**config.mk**
```make
export PLATFORM = sky130hd
export DESIGN_NAME = lfsr_range_sampler
export DESIGN_NICKNAME = d
export VERILOG_FILES = /design/src/rtl/lfsr_range_sampler.sv
export SDC_FILE = /design/constraint.sdc
export NUM_CORES = 1
export LEC_CHECK = 0
export BUFFER_PORTS_ARGS = -buffer_cell sky130_fd_sc_hd__buf_2
export CORE_ASPECT_RATIO = 0.7
export CORE_MARGIN = 2
export CORE_UTILIZATION = 28
export DETAILED_ROUTE_END_ITERATION = 16
export SLEW_MARGIN = 20
export SYNTH_ARGS = -nofsm -noshare
export SYNTH_HDL_FRONTEND = slang
export SYNTH_SLANG_ARGS = --single-unit
```
**constraint.sdc**
```tcl
create_clock -name clk -period 2.67 [get_ports clk]
set_input_delay 0.534 -clock clk [delete_from_list [all_inputs] [get_ports clk]]
set_output_delay 0.534 -clock clk [all_outputs]
set_load 0.05 [all_outputs]
```
**src/rtl/lfsr_range_sampler.sv**
```systemverilog
// lfsr_range_sampler: steps an external LFSR on demand and turns the low
// bits of its state into a uniform value in [0, limit) by mask-and-reject
// sampling. A bounded retry count falls back to a deterministic fold so the
// worst-case latency is fixed. Results leave over a valid/ready handshake.
module lfsr_range_sampler #(
   parameter int NBITS     = 16,
   parameter int OUT_W     = 8,
   parameter int MAX_TRIES = 15
) (
   input  logic             clk,
   input  logic             reset,
   input  logic [NBITS-1:0] lfsr_state,
   output logic             lfsr_enable,
   input  logic             req,
   input  logic [OUT_W-1:0] limit,
   output logic             busy,
   output logic             valid,
   input  logic             ready,
   output logic [OUT_W-1:0] value,
   output logic             biased
);

   localparam int TW = $clog2(MAX_TRIES + 1);
   localparam logic [TW-1:0] LAST_TRY = TW'(MAX_TRIES - 1);

   localparam logic [1:0] S_IDLE  = 2'd0;
   localparam logic [1:0] S_STEP  = 2'd1;
   localparam logic [1:0] S_CHECK = 2'd2;
   localparam logic [1:0] S_DONE  = 2'd3;

   logic [1:0]       state;
   logic [TW-1:0]    tries;
   logic [OUT_W-1:0] lim_q;
   logic [OUT_W-1:0] mask_q;
   logic [OUT_W-1:0] cand;
   logic             cand_ok;
   logic             unused_bits;

   // Smallest all-ones mask covering x: every bit below the MSB is set.
   function automatic logic [OUT_W-1:0] smear(input logic [OUT_W-1:0] x);
      logic [OUT_W-1:0] m;
      m = x;
      for (int i = 1; i < OUT_W; i++) begin
         m = m | (x >> i);
      end
      return m;
   endfunction

   // Only the low OUT_W bits of the LFSR feed the sampler.
   assign unused_bits = ^lfsr_state;

   assign cand    = lfsr_state[OUT_W-1:0] & mask_q;
   assign cand_ok = (lim_q == '0) || (cand < lim_q);

   assign lfsr_enable = (state == S_STEP);
   assign busy        = (state != S_IDLE);
   assign valid       = (state == S_DONE);

   // Sampling FSM: accept request, pulse the LFSR, test the candidate, hold result.
   always_ff @(posedge clk) begin
      if (reset) begin
         state  <= S_IDLE;
         tries  <= '0;
         lim_q  <= '0;
         mask_q <= '0;
         value  <= '0;
         biased <= 1'b0;
      end else begin
         case (state)
            S_IDLE: begin
               if (req) begin
                  lim_q  <= limit;
                  mask_q <= smear(limit - OUT_W'(1));
                  tries  <= '0;
                  state  <= S_STEP;
               end
            end
            S_STEP: begin
               state <= S_CHECK;
            end
            S_CHECK: begin
               if (cand_ok) begin
                  value  <= cand;
                  biased <= 1'b0;
                  state  <= S_DONE;
               end else if (tries == LAST_TRY) begin
                  // mask < 2*lim_q, so a rejected candidate minus lim_q is in range.
                  value  <= cand - lim_q;
                  biased <= 1'b1;
                  state  <= S_DONE;
               end else begin
                  tries <= tries + TW'(1);
                  state <= S_STEP;
               end
            end
            S_DONE: begin
               if (ready) begin
                  state <= S_IDLE;
               end
            end
            default: begin
               state <= S_IDLE;
            end
         endcase
      end
   end

endmodule

```
**Yosys cells after proc, flatten, opt, wreduce, memory -nomap -nowiden**

Index checks and enable logic that the tools add are counted.

- Bits in writable memories: 0
- Flip-flop bits (word level): 31
- Input port bits: 28
- Output and inout port bits: 12
- Memories kept: 0
- ROM bits: 0
- Bits in latches: 0

- Div/mod/pow operators: 0
- Multiply operators: 0
- Add/sub/neg operators: 3
- Shifts and indexed selects: 0
- Equal/unequal tests: 8
- Muxes and demuxes: 13
- Bitwise gates (word level): 8
- Reduce and logical (&&, ||, !) cells: 10
- $lt $le $gt $ge: 1

Operators by type and width:

| cell | number |
|---|---|
| $mux W8 | 2 |
| $mux W4 | 3 |
| $and A8 B8 Y8 | 1 |
| $logic_not A8 Y1 | 1 |
| $lt A8 B8 Y1 | 1 |
| $mux W2 | 4 |
| $or A8 B1 Y8 | 1 |
| $or A8 B2 Y8 | 1 |
| $or A8 B3 Y8 | 1 |
| $or A8 B4 Y8 | 1 |
| $or A8 B5 Y8 | 1 |
| $or A8 B6 Y8 | 1 |
| $or A8 B7 Y8 | 1 |
| $pmux W2 S4 | 1 |
| $pmux W4 S2 | 1 |
| $sub A8 B1 Y8 const B | 1 |
| $sub A8 B8 Y8 | 1 |
| $ne A2 B2 Y1 const B | 3 |
| $reduce_and A2 Y1 | 3 |
| $reduce_bool A2 Y1 | 3 |
| $add A4 B1 Y4 const B | 1 |
| $eq A2 B2 Y1 const B | 2 |
| $eq A4 B4 Y1 const B | 1 |
| $reduce_and A4 Y1 | 1 |
| 5 further kinds | 6 |

**Logic depth before layout (Yosys ltp)**

Gate-level depths: netlist (run 1).

- Depth after elaboration: 8
- Depth in mapped cells: 10

**Worst setup path after synthesis (run 1)**

No wires, ideal clock.

- Path type: input-to-reg
- From: input port lfsr_state[0]
- To: register tries[1]
- Required time: 2.599 ns
- Cell stages on the path: 9
- Slack: 0.200 ns
- Path buffers: 0
- Arrival: 2.400 ns
- Library setup time: 0.071 ns
- Cells stage by stage: nand2_1 -> ha_1 -> fa_1 -> and3b_1 -> o221a_4 -> o21a_1 -> a31oi_2 -> or3_1 -> a21oi_1

- Longest elaborated chain between the ends: 5

Ends and longest elaborated chain:

| element | RTL line | RTL |
|---|---|---|
| start: declaration | 12 | `input logic [NBITS-1:0] lfsr_state,` |
| $and A8 B8 Y8 | 52 | `assign cand = lfsr_state[OUT_W-1:0] & mask_q;` |
| $lt A8 B8 Y1 | 53 | `assign cand_ok = (lim_q == '0) \|\| (cand < lim_q);` |
| $logic_or A1 B1 Y1 | 53 |  |
| $ne A2 B2 Y1 (no line) | n/a |  |
| $reduce_and A4 Y1 (no line) | n/a |  |
| end signal: assignment | 92 | `tries <= tries + TW'(1);` |
| end: declaration | 32 | `logic [TW-1:0] tries;` |

Every way passes these cells.
A chain may end at the register's enable or synchronous reset.

**Final worst setup path (run 1)**

- From: register mask_q[0]
- To: register value[2]

- Longest elaborated chain between the ends: 5
- Elaborated cells on any way between the ends: 8
- Those cells by class: 1 x add/sub; 1 x order compare; 2 x mux; 1 x bitwise; 3 x reduce/logical

Ends and longest elaborated chain:

| element | RTL line | RTL |
|---|---|---|
| start: declaration | 34 | `logic [OUT_W-1:0] mask_q;` |
| start signal: assignment | 73 | `mask_q <= smear(limit - OUT_W'(1));` |
| $and A8 B8 Y8 (*) | 52 |  |
| $lt A8 B8 Y1 | 53 |  |
| $logic_or A1 B1 Y1 | 53 |  |
| $reduce_bool A2 Y1 (no line) | n/a |  |
| $reduce_and A2 Y1 (no line) | n/a |  |
| end signal: assignment | 83 | `value <= cand;` |
| end signal: assignment | 88 | `value <= cand - lim_q;` |
| end: declaration | 19 | `output logic [OUT_W-1:0] value,` |

Mark *: on every way between the ends. The rest lies on a longest branch, timed or not. The select of a mux whose other input is x is not followed.

==> impl_metrics.tcl, run 1 <==
set metrics [dict create \
    path_depth 10 \
    cts_root_buf "clkbuf_8" \
    cp_top_family "compound AO/OA/AOI/OAI gates" \
    setup_slack_ns 0.226 \
    htree_levels 2 \
    die-area_um2 7600 \
    drive_gt1_frac 0.236 \
    postCtsHoldBufs 0 \
    layout_common_cells "nand2_1, dfxtp_1, buf_2" \
    syn-num-nets 282 \
    postRouteWirelength_mm 5.16 \
    die_x_um 103 \
    gp_congestion 0.845 \
    viasPerCell 4.84 \
    dr.pass1.iters 4 \
    cts_tree "done" \
    clock_latency_ns 0.29 \
    path_buf_inv 2 \
    synth_edf_count 0 \
    synth_cell_types 51 \
    endpoint "value[2]" \
    regArea_um2 621 \
    place_hpwl_mm 3.95 \
    worstSetupStartpointType "flip-flop" \
    core-area_um2 6730 \
    start_util 0.287 \
    nFillCells 722 \
    worst-path-max-fanout 5 \
    outcome "completed" \
    clk_pin_slew_worst_paths_ns 0.07 \
    layout.nets 329 \
    cts.sinks 31 \
    ys_seq_area_frac 0.321 \
    drc 0 \
    avgSynthCellArea_um2 8.05 \
    preCtsSetupSlack_ns -0.0207 \
    multi_input_area_um2 1220 \
    end_kind "flip-flop" \
    skew_ns 0.0112 \
    relSlewSlack 0.562 \
    fmax_mhz 409 \
    pin_count 40 \
    areaGrowthSynthToFinish_pct 24.3 \
    reg2reg_from "mask_q[0]" \
    startpoint "mask_q[0]" \
    insertedDiodeCount 0 \
    ys.flop_type "dfxtp_1" \
    dr_total_vias 1849 \
    final_max_slew_viol_count 0 \
    grt_max_degree 34 \
    crit_required_ns 2.84 \
    hold_path.startpoint "mask_q[6]" \
    period_share 0.915 \
    max_stage_delay_ns 0.40 \
    ys_ff_latch 31 \
    power_density_nw_per_um2 627 \
    cts.path.max_buffers 2 \
    grtUsageMet3 0.0371 \
    portBuffers 31 \
    p_leak_nw 1.02 \
    layout_commonest_cell "nand2_1" \
    critPathMostFrequentCell "buf_4" \
    busiest_layer "met1" \
    grt_util_all_layers 0.141 \
    grtUsageMet1 0.208 \
    rr_worst_depth 10 \
    grt_overflow 0 \
    drv_cap 0 \
    synth.cell_area_um2 1930 \
    cp_cell_sequence "nand2_1, ha_1, fa_1, and3b_1, o221a_4, o21a_1, buf_4, a21oi_2, buf_4, o221a_2" \
    antenna_found_initial 0 \
    drt_iter0_drc 76 \
    fin_crit_ns 2.44 \
    hold_viol 0 \
    finalSetupViolCount 0 \
    rsz0062_at_grt "no" \
    max_slew.worst_pin.slew_ns 0.657 \
    cts_setup_buffers 0 \
    grt_pass1_vias 1711 \
    ys_warn_count 0 \
    hp-class "reg2reg" \
    reg2reg_slack_ns 0.23 \
    crit_type "reg2reg" \
    postRouteAntennaNets 0 \
    worst_ir_drop_vdd_mv 0.243 \
    synthCells 240 \
    fp.dieH_um 73.5 \
    routedWlPerCell_um 13.5 \
    grt_pass1_wl_mm 8.18 \
    cts_resized 0 \
    cts_made_buffers 5 \
    placementRows 25 \
    grt_use_met2 0.200 \
    r2r_end "value[2]" \
    hold_ws_ns 0.453 \
    async_flop_share 0 \
    critPathArrivalTime_ns 2.62 \
    cp_slowest_cell "fa_1" \
]
==> power by group <==
group	internal, W	switching (W)	total, W
Combinational	0.000235	0.000316	0.000551
Clock	0.000235	0.000190	0.000425
Sequential	0.000502	0.0000283	0.000530
==> through the flow <==
stage | power (W) | util | instances | area (um2) | TNS (ns)
final | 0.00151 | 0.357 | 382 | 2400 | 0
after global routing | 0.00159 | 0.357 | 382 | 2400 | 0
after CTS | 0.00151 | 0.357 | 382 | 2400 | 0
after detailed placement | 0.00109 | 0.342 | 374 | 2300 | -0.0361
after global placement | 0.00108 | 0.342 | 374 | 2300 | -0.00105
after floorplan | 0.000905 | - | 240 | 1930 | 0
==> cells by family (layout without fill, tap and decap cells) <==
| family | Yosys count | count (layout) | share of synthesized area |
|---|---|---|---|
| AO/OA/AOI/OAI | 58 | 58 | 0.229 |
| XOR/XNOR | 8 | 8 | 0.0362 |
| adder cells (fa/ha/maj) | 14 | 14 | 0.0945 |
| buffers and inverters | 22 | 70 | 0.0466 |
| flip-flops | 31 | 31 | 0.321 |
| multiplexers | 1 | 1 | 0.00518 |
| AND/OR/NAND/NOR | 106 | 106 | 0.267 |
==> layout make-up <==
cell class,count,share of cell area
clock inverter,1,0.00312
clock buffer,7,0.0401
sequential,31,0.258
inverter,13,0.0203
multi-input combinational,187,0.509
timing repair buffer,49,0.121
tap,94,0.0489
==> metal layers <==
layer,share of wire,wire [um],vias to the layer above
li1,-,-,951
met2,0.40,2060,40
met1,0.54,2770,850
met4,0.012,63,0
met5,0,0,-
met3,0.052,269,8
==> Yosys cell counts, drive strengths merged (2+ instances only) <==
library cell | count | area (um2)
nand2 | 33 | 124
dfxtp | 31 | 621
nor2 | 29 | 109
a21oi | 18 | 93.8
ha | 13 | 163
inv | 13 | 48.8
a211oi | 10 | 90.1
and2 | 9 | 56.3
nor3 | 8 | 40.0
clkbuf | 7 | 26.3
nor4 | 6 | 37.5
o21ai | 5 | 36.3
xnor2 | 5 | 43.8
nand3 | 4 | 20.0
a31oi | 3 | 25.0
nand2b | 3 | 18.8
nand3b | 3 | 22.5
nor2b | 3 | 18.8
o22ai | 3 | 18.8
or3 | 3 | 18.8
xor2 | 3 | 26.3
a211o | 2 | 17.5
a21o | 2 | 15.0
buf | 2 | 15.0
o21a | 2 | 15.0
o221a | 2 | 31.3
o32a | 2 | 21.3
==> state kept, by name, summed over array words and instances, names as in the netlist <==
name and count:
tries 4, biased 1, value 8, state 2, mask_q 8, lim_q 8
==> how the worst min path moves through the flow <==
stage | depth (start not counted) | slack, ns | to
4_1_cts | 2 | 0.45 | mask_q[6]
3_3_place_gp | 2 | 0.44 | mask_q[6]
5_1_grt | 2 | 0.48 | mask_q[6]
2_1_floorplan | 2 | 0.43 | mask_q[6]
6_report | 2 | 0.45 | mask_q[6]
3_5_place_dp | 2 | 0.44 | mask_q[6]
==> tightest hold or removal path, stage by stage, from the launching register on <==
cell and delay [ns]:
dfxtp_1 0.31, nand2_1 0.05, a21oi_1 0.05
(Power assumes the default switching activity.)
==> inputs of run 2 (changes only) <==
- PLACE_DENSITY: unset -> 0.46
==> run 2 against run 1 <==
Hold slack better by 0.022 ns; total power fell by 0.58%; via count decreased by 0.54%; utilization rose by 0.39 points; global-route usage up 0.80 points; die area unchanged; routed wire length grew 0.66%; final cell count is 1.0% higher; largest power group unchanged.
==> impl_metrics.tcl, run 2 (synthesized netlist as in run 1, its figures left out) <==
set metrics [dict create \
    clk_pin_slew_worst_paths_ns 0.07 \
    critPathArrivalTime_ns 2.65 \
    layout.nets 333 \
    rsz0062_at_grt "no" \
    p_comb_frac 0.371 \
    hold_viol 0 \
    power_density_nw_per_um2 616 \
    fmax_mhz 404 \
    dp.cells 378 \
    crit_required_ns 2.84 \
    power.share.switching 0.347 \
    p_leak_nw 1.04 \
    place_hpwl_mm 4.06 \
    worstSetupStartpointType "flip-flop" \
    fin_crit_ns 2.48 \
    grt_pass1_wl_mm 8.56 \
    routedWlPerCell_um 13.5 \
    viasPerCell 4.76 \
    final_cells 386 \
    gp_congestion 0.781 \
    postRouteWirelength_mm 5.20 \
    pwr-share-seq 0.354 \
    cts.path.max_buffers 2 \
    areaGrowthSynthToFinish_pct 25.7 \
    reg_top3 "lim_q: 8 flops, mask_q: 8 flops, value: 8 flops" \
    drc 0 \
    final_max_slew_viol_count 0 \
    die_x_um 103 \
    die-area_um2 7600 \
    hp-class "reg2reg" \
    portBuffers 31 \
    postRouteAntennaNets 0 \
    layout_common_cells "nand2_1, dfxtp_1, buf_2" \
    p_int_w 0.000978 \
    placementRows 25 \
    cts_root_buf "clkbuf_8" \
    crit_type "reg2reg" \
    postCtsHoldBufs 0 \
    cp_slowest_cell "fa_1" \
    cts.sinks 31 \
    finalSetupViolCount 0 \
    drt_iter0_drc 70 \
    outcome "completed" \
    end_kind "flip-flop" \
    cts_made_buffers 5 \
    dr_total_vias 1839 \
    max_slew.worst_pin.slew_ns 0.656 \
    cts_setup_buffers 0 \
    grt_overflow 0 \
    skew_ns 0.00489 \
    cp_cell_sequence "nand2_1, ha_1, fa_1, and3b_1, o221a_4, o21a_1, buf_4, a21oi_2, buf_4, o221a_2" \
    layout_commonest_cell "nand2_1" \
    drive_gt1_frac 0.243 \
    grt_util_all_layers 0.149 \
    busiest_layer "met1" \
    grt_use_met2 0.194 \
    final_util 0.361 \
    fp.dieH_um 73.5 \
    grtUsageMet3 0.0352 \
    period_share 0.928 \
    grtUsageMet1 0.240 \
    p_sw_w 0.000519 \
    relSlewSlack 0.563 \
    pin_count 40 \
    cts_tree "done" \
    grt_pass1_vias 1739 \
    max_stage_delay_ns 0.40 \
    antenna_found_initial 0 \
    p_clk_frac 0.274 \
    cts_resized 0 \
    worst-path-max-fanout 4 \
    start_util 0.287 \
    grt_max_degree 34 \
    dr.pass1.iters 4 \
    core-area_um2 6730 \
    drv_cap 0 \
    insertedDiodeCount 0 \
    critPathMostFrequentCell "buf_4" \
    worst_ir_drop_vdd_mv 0.227 \
    clock_latency_ns 0.28 \
    htree_levels 2 \
]
-- run 2: cell types whose count changed in the layout (fill, tap and decap cells not counted), sizes merged --
cell and change:
clkinvlp -1, buf +4, clkbuf +1
-- run 2: through the flow --
stage | setup WS [ns] | area [um2] | TNS (ns) | hold slack (ns) | power (W)
after floorplan | 0.200 | 1930 | 0 | 0.432 | 0.000905
after global placement | -0.0389 | 2330 | -0.0730 | 0.443 | 0.00110
after detailed placement | -0.0761 | 2330 | -0.298 | 0.468 | 0.00110
after CTS | 0.189 | 2430 | 0 | 0.478 | 0.00152
after global routing | 0.0421 | 2430 | 0 | 0.502 | 0.00159
final | 0.192 | 2430 | 0 | 0.475 | 0.00150
-- run 2: power groups by stage --
stage / combinational [W] / sequential (W) / clock [W]
after floorplan: 0.000326 / 0.000580 / 0
after global placement: 0.000554 / 0.000542 / 0
after detailed placement: 0.000556 / 0.000541 / 0
after CTS: 0.000560 / 0.000531 / 0.000425
after global routing: 0.000615 / 0.000536 / 0.000441
final: 0.000556 / 0.000530 / 0.000411
-- run 2: final cells by class --
type	instances	area [um2]
fillers	728	4300
flip-flops and latches	31	621
inverters	13	48.8
repair buffers	53	320
clock buffers	8	100
multi-input cells	187	1220
well taps	94	118
-- run 2: routing by layer --
layer	part of all wire	vias up	routed length (um)
met1	0.57	847	2940
met3	0.066	4	343
met5	0	-	0
met4	0.0075	0	39
met2	0.36	36	1870
li1	-	952	-
-- run 2: path summary, 6_finish.rpt --
| check | startpoint | to | slack, ns | cells after the start |
|---|---|---|---|---|
| max | mask_q[0] | value[2] | 0.19 | 10 |
| min | lim_q[3] | lim_q[3] | 0.47 | 2 |
| max reg2reg | mask_q[0] | value[2] | 0.19 | 10 |
| min reg2reg | lim_q[3] | lim_q[3] | 0.47 | 2 |
-- run 2: worst max-delay path: cells and delay by family, from the launching register on --
family	cells	cell delay, ns
flip-flops	1	0.33
AO/OA/AOI/OAI	4	0.72
AND/OR/NAND/NOR	2	0.39
adder cells (fa/ha/maj)	2	0.62
buffers and inverters	2	0.33
==> inputs of run 3 (changes only) <==
- CELL_PAD_IN_SITES_DETAIL_PLACEMENT: unset -> 1
- CELL_PAD_IN_SITES_GLOBAL_PLACEMENT: unset -> 1
- CTS_CLUSTER_SIZE: unset -> 10
- PLACE_DENSITY: 0.46 -> 0.59
==> run 3 against run 2 <==
Maximum frequency rose by 1.4%; non-clock buffer count decreased by 7; combinational power fell by 5.9%; total power shrank 1.3%; cell area decreased by 2.2%; clock-buffer cell count unchanged; setup slack gained 0.035 ns; final cell count shrank 1.8%; global-route usage grew 0.98 points; critical path depth is 1 lower; clock power up 3%; largest power group is now sequential cells.
==> impl_metrics.tcl, run 3 (synthesized netlist as in run 1, its figures left out) <==
set metrics [dict create \
    outcome "completed" \
    r2r_end "tries[1]" \
    finalSetupViolCount 0 \
    path_buf_inv 0 \
    pin_count 40 \
    drv_cap 0 \
    dr_total_vias 1824 \
    postCtsHoldBufs 0 \
    critPathArrivalTime_ns 2.66 \
    skew_ns 0.0118 \
    viasPerCell 4.81 \
    postRouteAntennaNets 0 \
    dr.pass1.iters 5 \
    layout.nets 326 \
    cts_root_buf "clkbuf_8" \
    portBuffers 31 \
    place_hpwl_mm 4.23 \
    power_density_nw_per_um2 621 \
    die_x_um 103 \
    crit_required_ns 2.89 \
    postRouteWirelength_mm 5.38 \
    path_depth 9 \
    grt_pass1_wl_mm 9.27 \
    layout_common_cells "nand2_1, dfxtp_1, buf_2" \
    rsz0062_at_grt "no" \
    worstSetupStartpointType "flip-flop" \
    endpoint "tries[1]" \
    cp_top_family "compound AO/OA/AOI/OAI gates" \
    routedWlPerCell_um 14.2 \
    preCtsSetupSlack_ns -0.0410 \
    insertedDiodeCount 0 \
    antenna_found_initial 0 \
    grt_util_all_layers 0.159 \
    final_max_slew_viol_count 0 \
    hold_viol 0 \
    worst_ir_drop_vdd_mv 0.217 \
    cts_tree "done" \
    cts_resized 0 \
    reg2reg_slack_ns 0.23 \
    htree_levels 2 \
    nFillCells 826 \
    max_stage_delay_ns 0.40 \
    cts.sinks 31 \
    reg_top3 "lim_q: 8 flops, mask_q: 8 flops, value: 8 flops" \
    areaGrowthSynthToFinish_pct 23.0 \
    cp_slowest_cell "fa_1" \
    layout_commonest_cell "nand2_1" \
    grt_overflow 0 \
    fin_crit_ns 2.44 \
    worst-path-max-fanout 4 \
    place_area_um2 2280 \
    reg2reg_from "mask_q[0]" \
    placementRows 25 \
    clk_pin_slew_worst_paths_ns 0.08 \
    drc 0 \
    hold_ws_ns 0.467 \
    period_share 0.915 \
    p_leak_nw 1.00 \
    fmax_mhz 409 \
    final_util 0.353 \
    grt_max_degree 34 \
    rr_worst_depth 9 \
    drive_gt1_frac 0.225 \
    startpoint "mask_q[0]" \
    cts_setup_buffers 0 \
    crit_type "reg2reg" \
    grt_pass1_vias 1888 \
    drt_iter0_drc 98 \
    fp.dieH_um 73.5 \
    finalSetupTns_ns 0 \
    end_kind "flip-flop" \
    gp_congestion 0.790 \
    relSlewSlack 0.560 \
    die-area_um2 7600 \
    max_slew.worst_pin.slew_ns 0.660 \
    final_area_um2 2380 \
    clock_latency_ns 0.29 \
    hp-class "reg2reg" \
    start_util 0.287 \
    cts.path.max_buffers 2 \
    cp_cell_sequence "nand2_1, ha_1, fa_1, and3b_1, o221a_4, o21a_1, a31oi_2, or3_1, a21oi_1" \
    core-area_um2 6730 \
    setup_slack_ns 0.227 \
    cts_made_buffers 5 \
]
## run 3: cell types whose count changed in the layout (fill, tap and decap cells not counted)
cell / delta
buf_4: -7
## run 3: area by class of cell
| type | instances | area (um2) | share of cell area |
|---|---|---|---|
| clock buffer | 8 | 100 | 0.0421 |
| inverter | 13 | 48.8 | 0.0205 |
| multi-input combinational | 187 | 1220 | 0.514 |
| sequential | 31 | 621 | 0.261 |
| tap | 94 | 118 | 0.0495 |
| timing repair buffer | 46 | 268 | 0.113 |
## run 3: routing by layer
layer | GRT usage | routed length, um
met1 | 0.240 | 2950
met2 | 0.231 | 2200
met3 | 0.0352 | 199
met4 | 0.0351 | 32
met5 | 0 | 0
## run 3: worst min path at each step
stage / depth (start not counted) / endpoint / start / slack [ns]
after detailed placement: 2 / lim_q[6] / lim_q[6] / 0.47
final: 2 / mask_q[6] / mask_q[6] / 0.47
after CTS: 2 / lim_q[6] / lim_q[6] / 0.48
after global routing: 2 / mask_q[6] / mask_q[6] / 0.50
after floorplan: 2 / mask_q[6] / mask_q[6] / 0.43
after global placement: 2 / mask_q[6] / mask_q[6] / 0.44
## run 3: metrics by stage
step                total power (W)  instances
floorplan                  0.000905        240
global placement            0.00106        371
detailed placement          0.00107        371
CTS                         0.00150        379
global route                0.00158        379
finish                      0.00148        379
## run 3: report_power, final
| group | switching, W | internal [W] | total (W) |
|---|---|---|---|
| registers | 0.0000299 | 0.000502 | 0.000532 |
| logic | 0.000305 | 0.000217 | 0.000523 |
| clock network | 0.000187 | 0.000235 | 0.000422 |
## run 3: worst register-to-register path, cell delays in order (launching register included)
cell     delay (ns)
dfxtp_1        0.34
nand2_1        0.07
ha_1           0.21
fa_1           0.40
and3b_1        0.28
o221a_4        0.24
o21a_1         0.23
a31oi_2        0.13
or3_1          0.33
a21oi_1        0.15
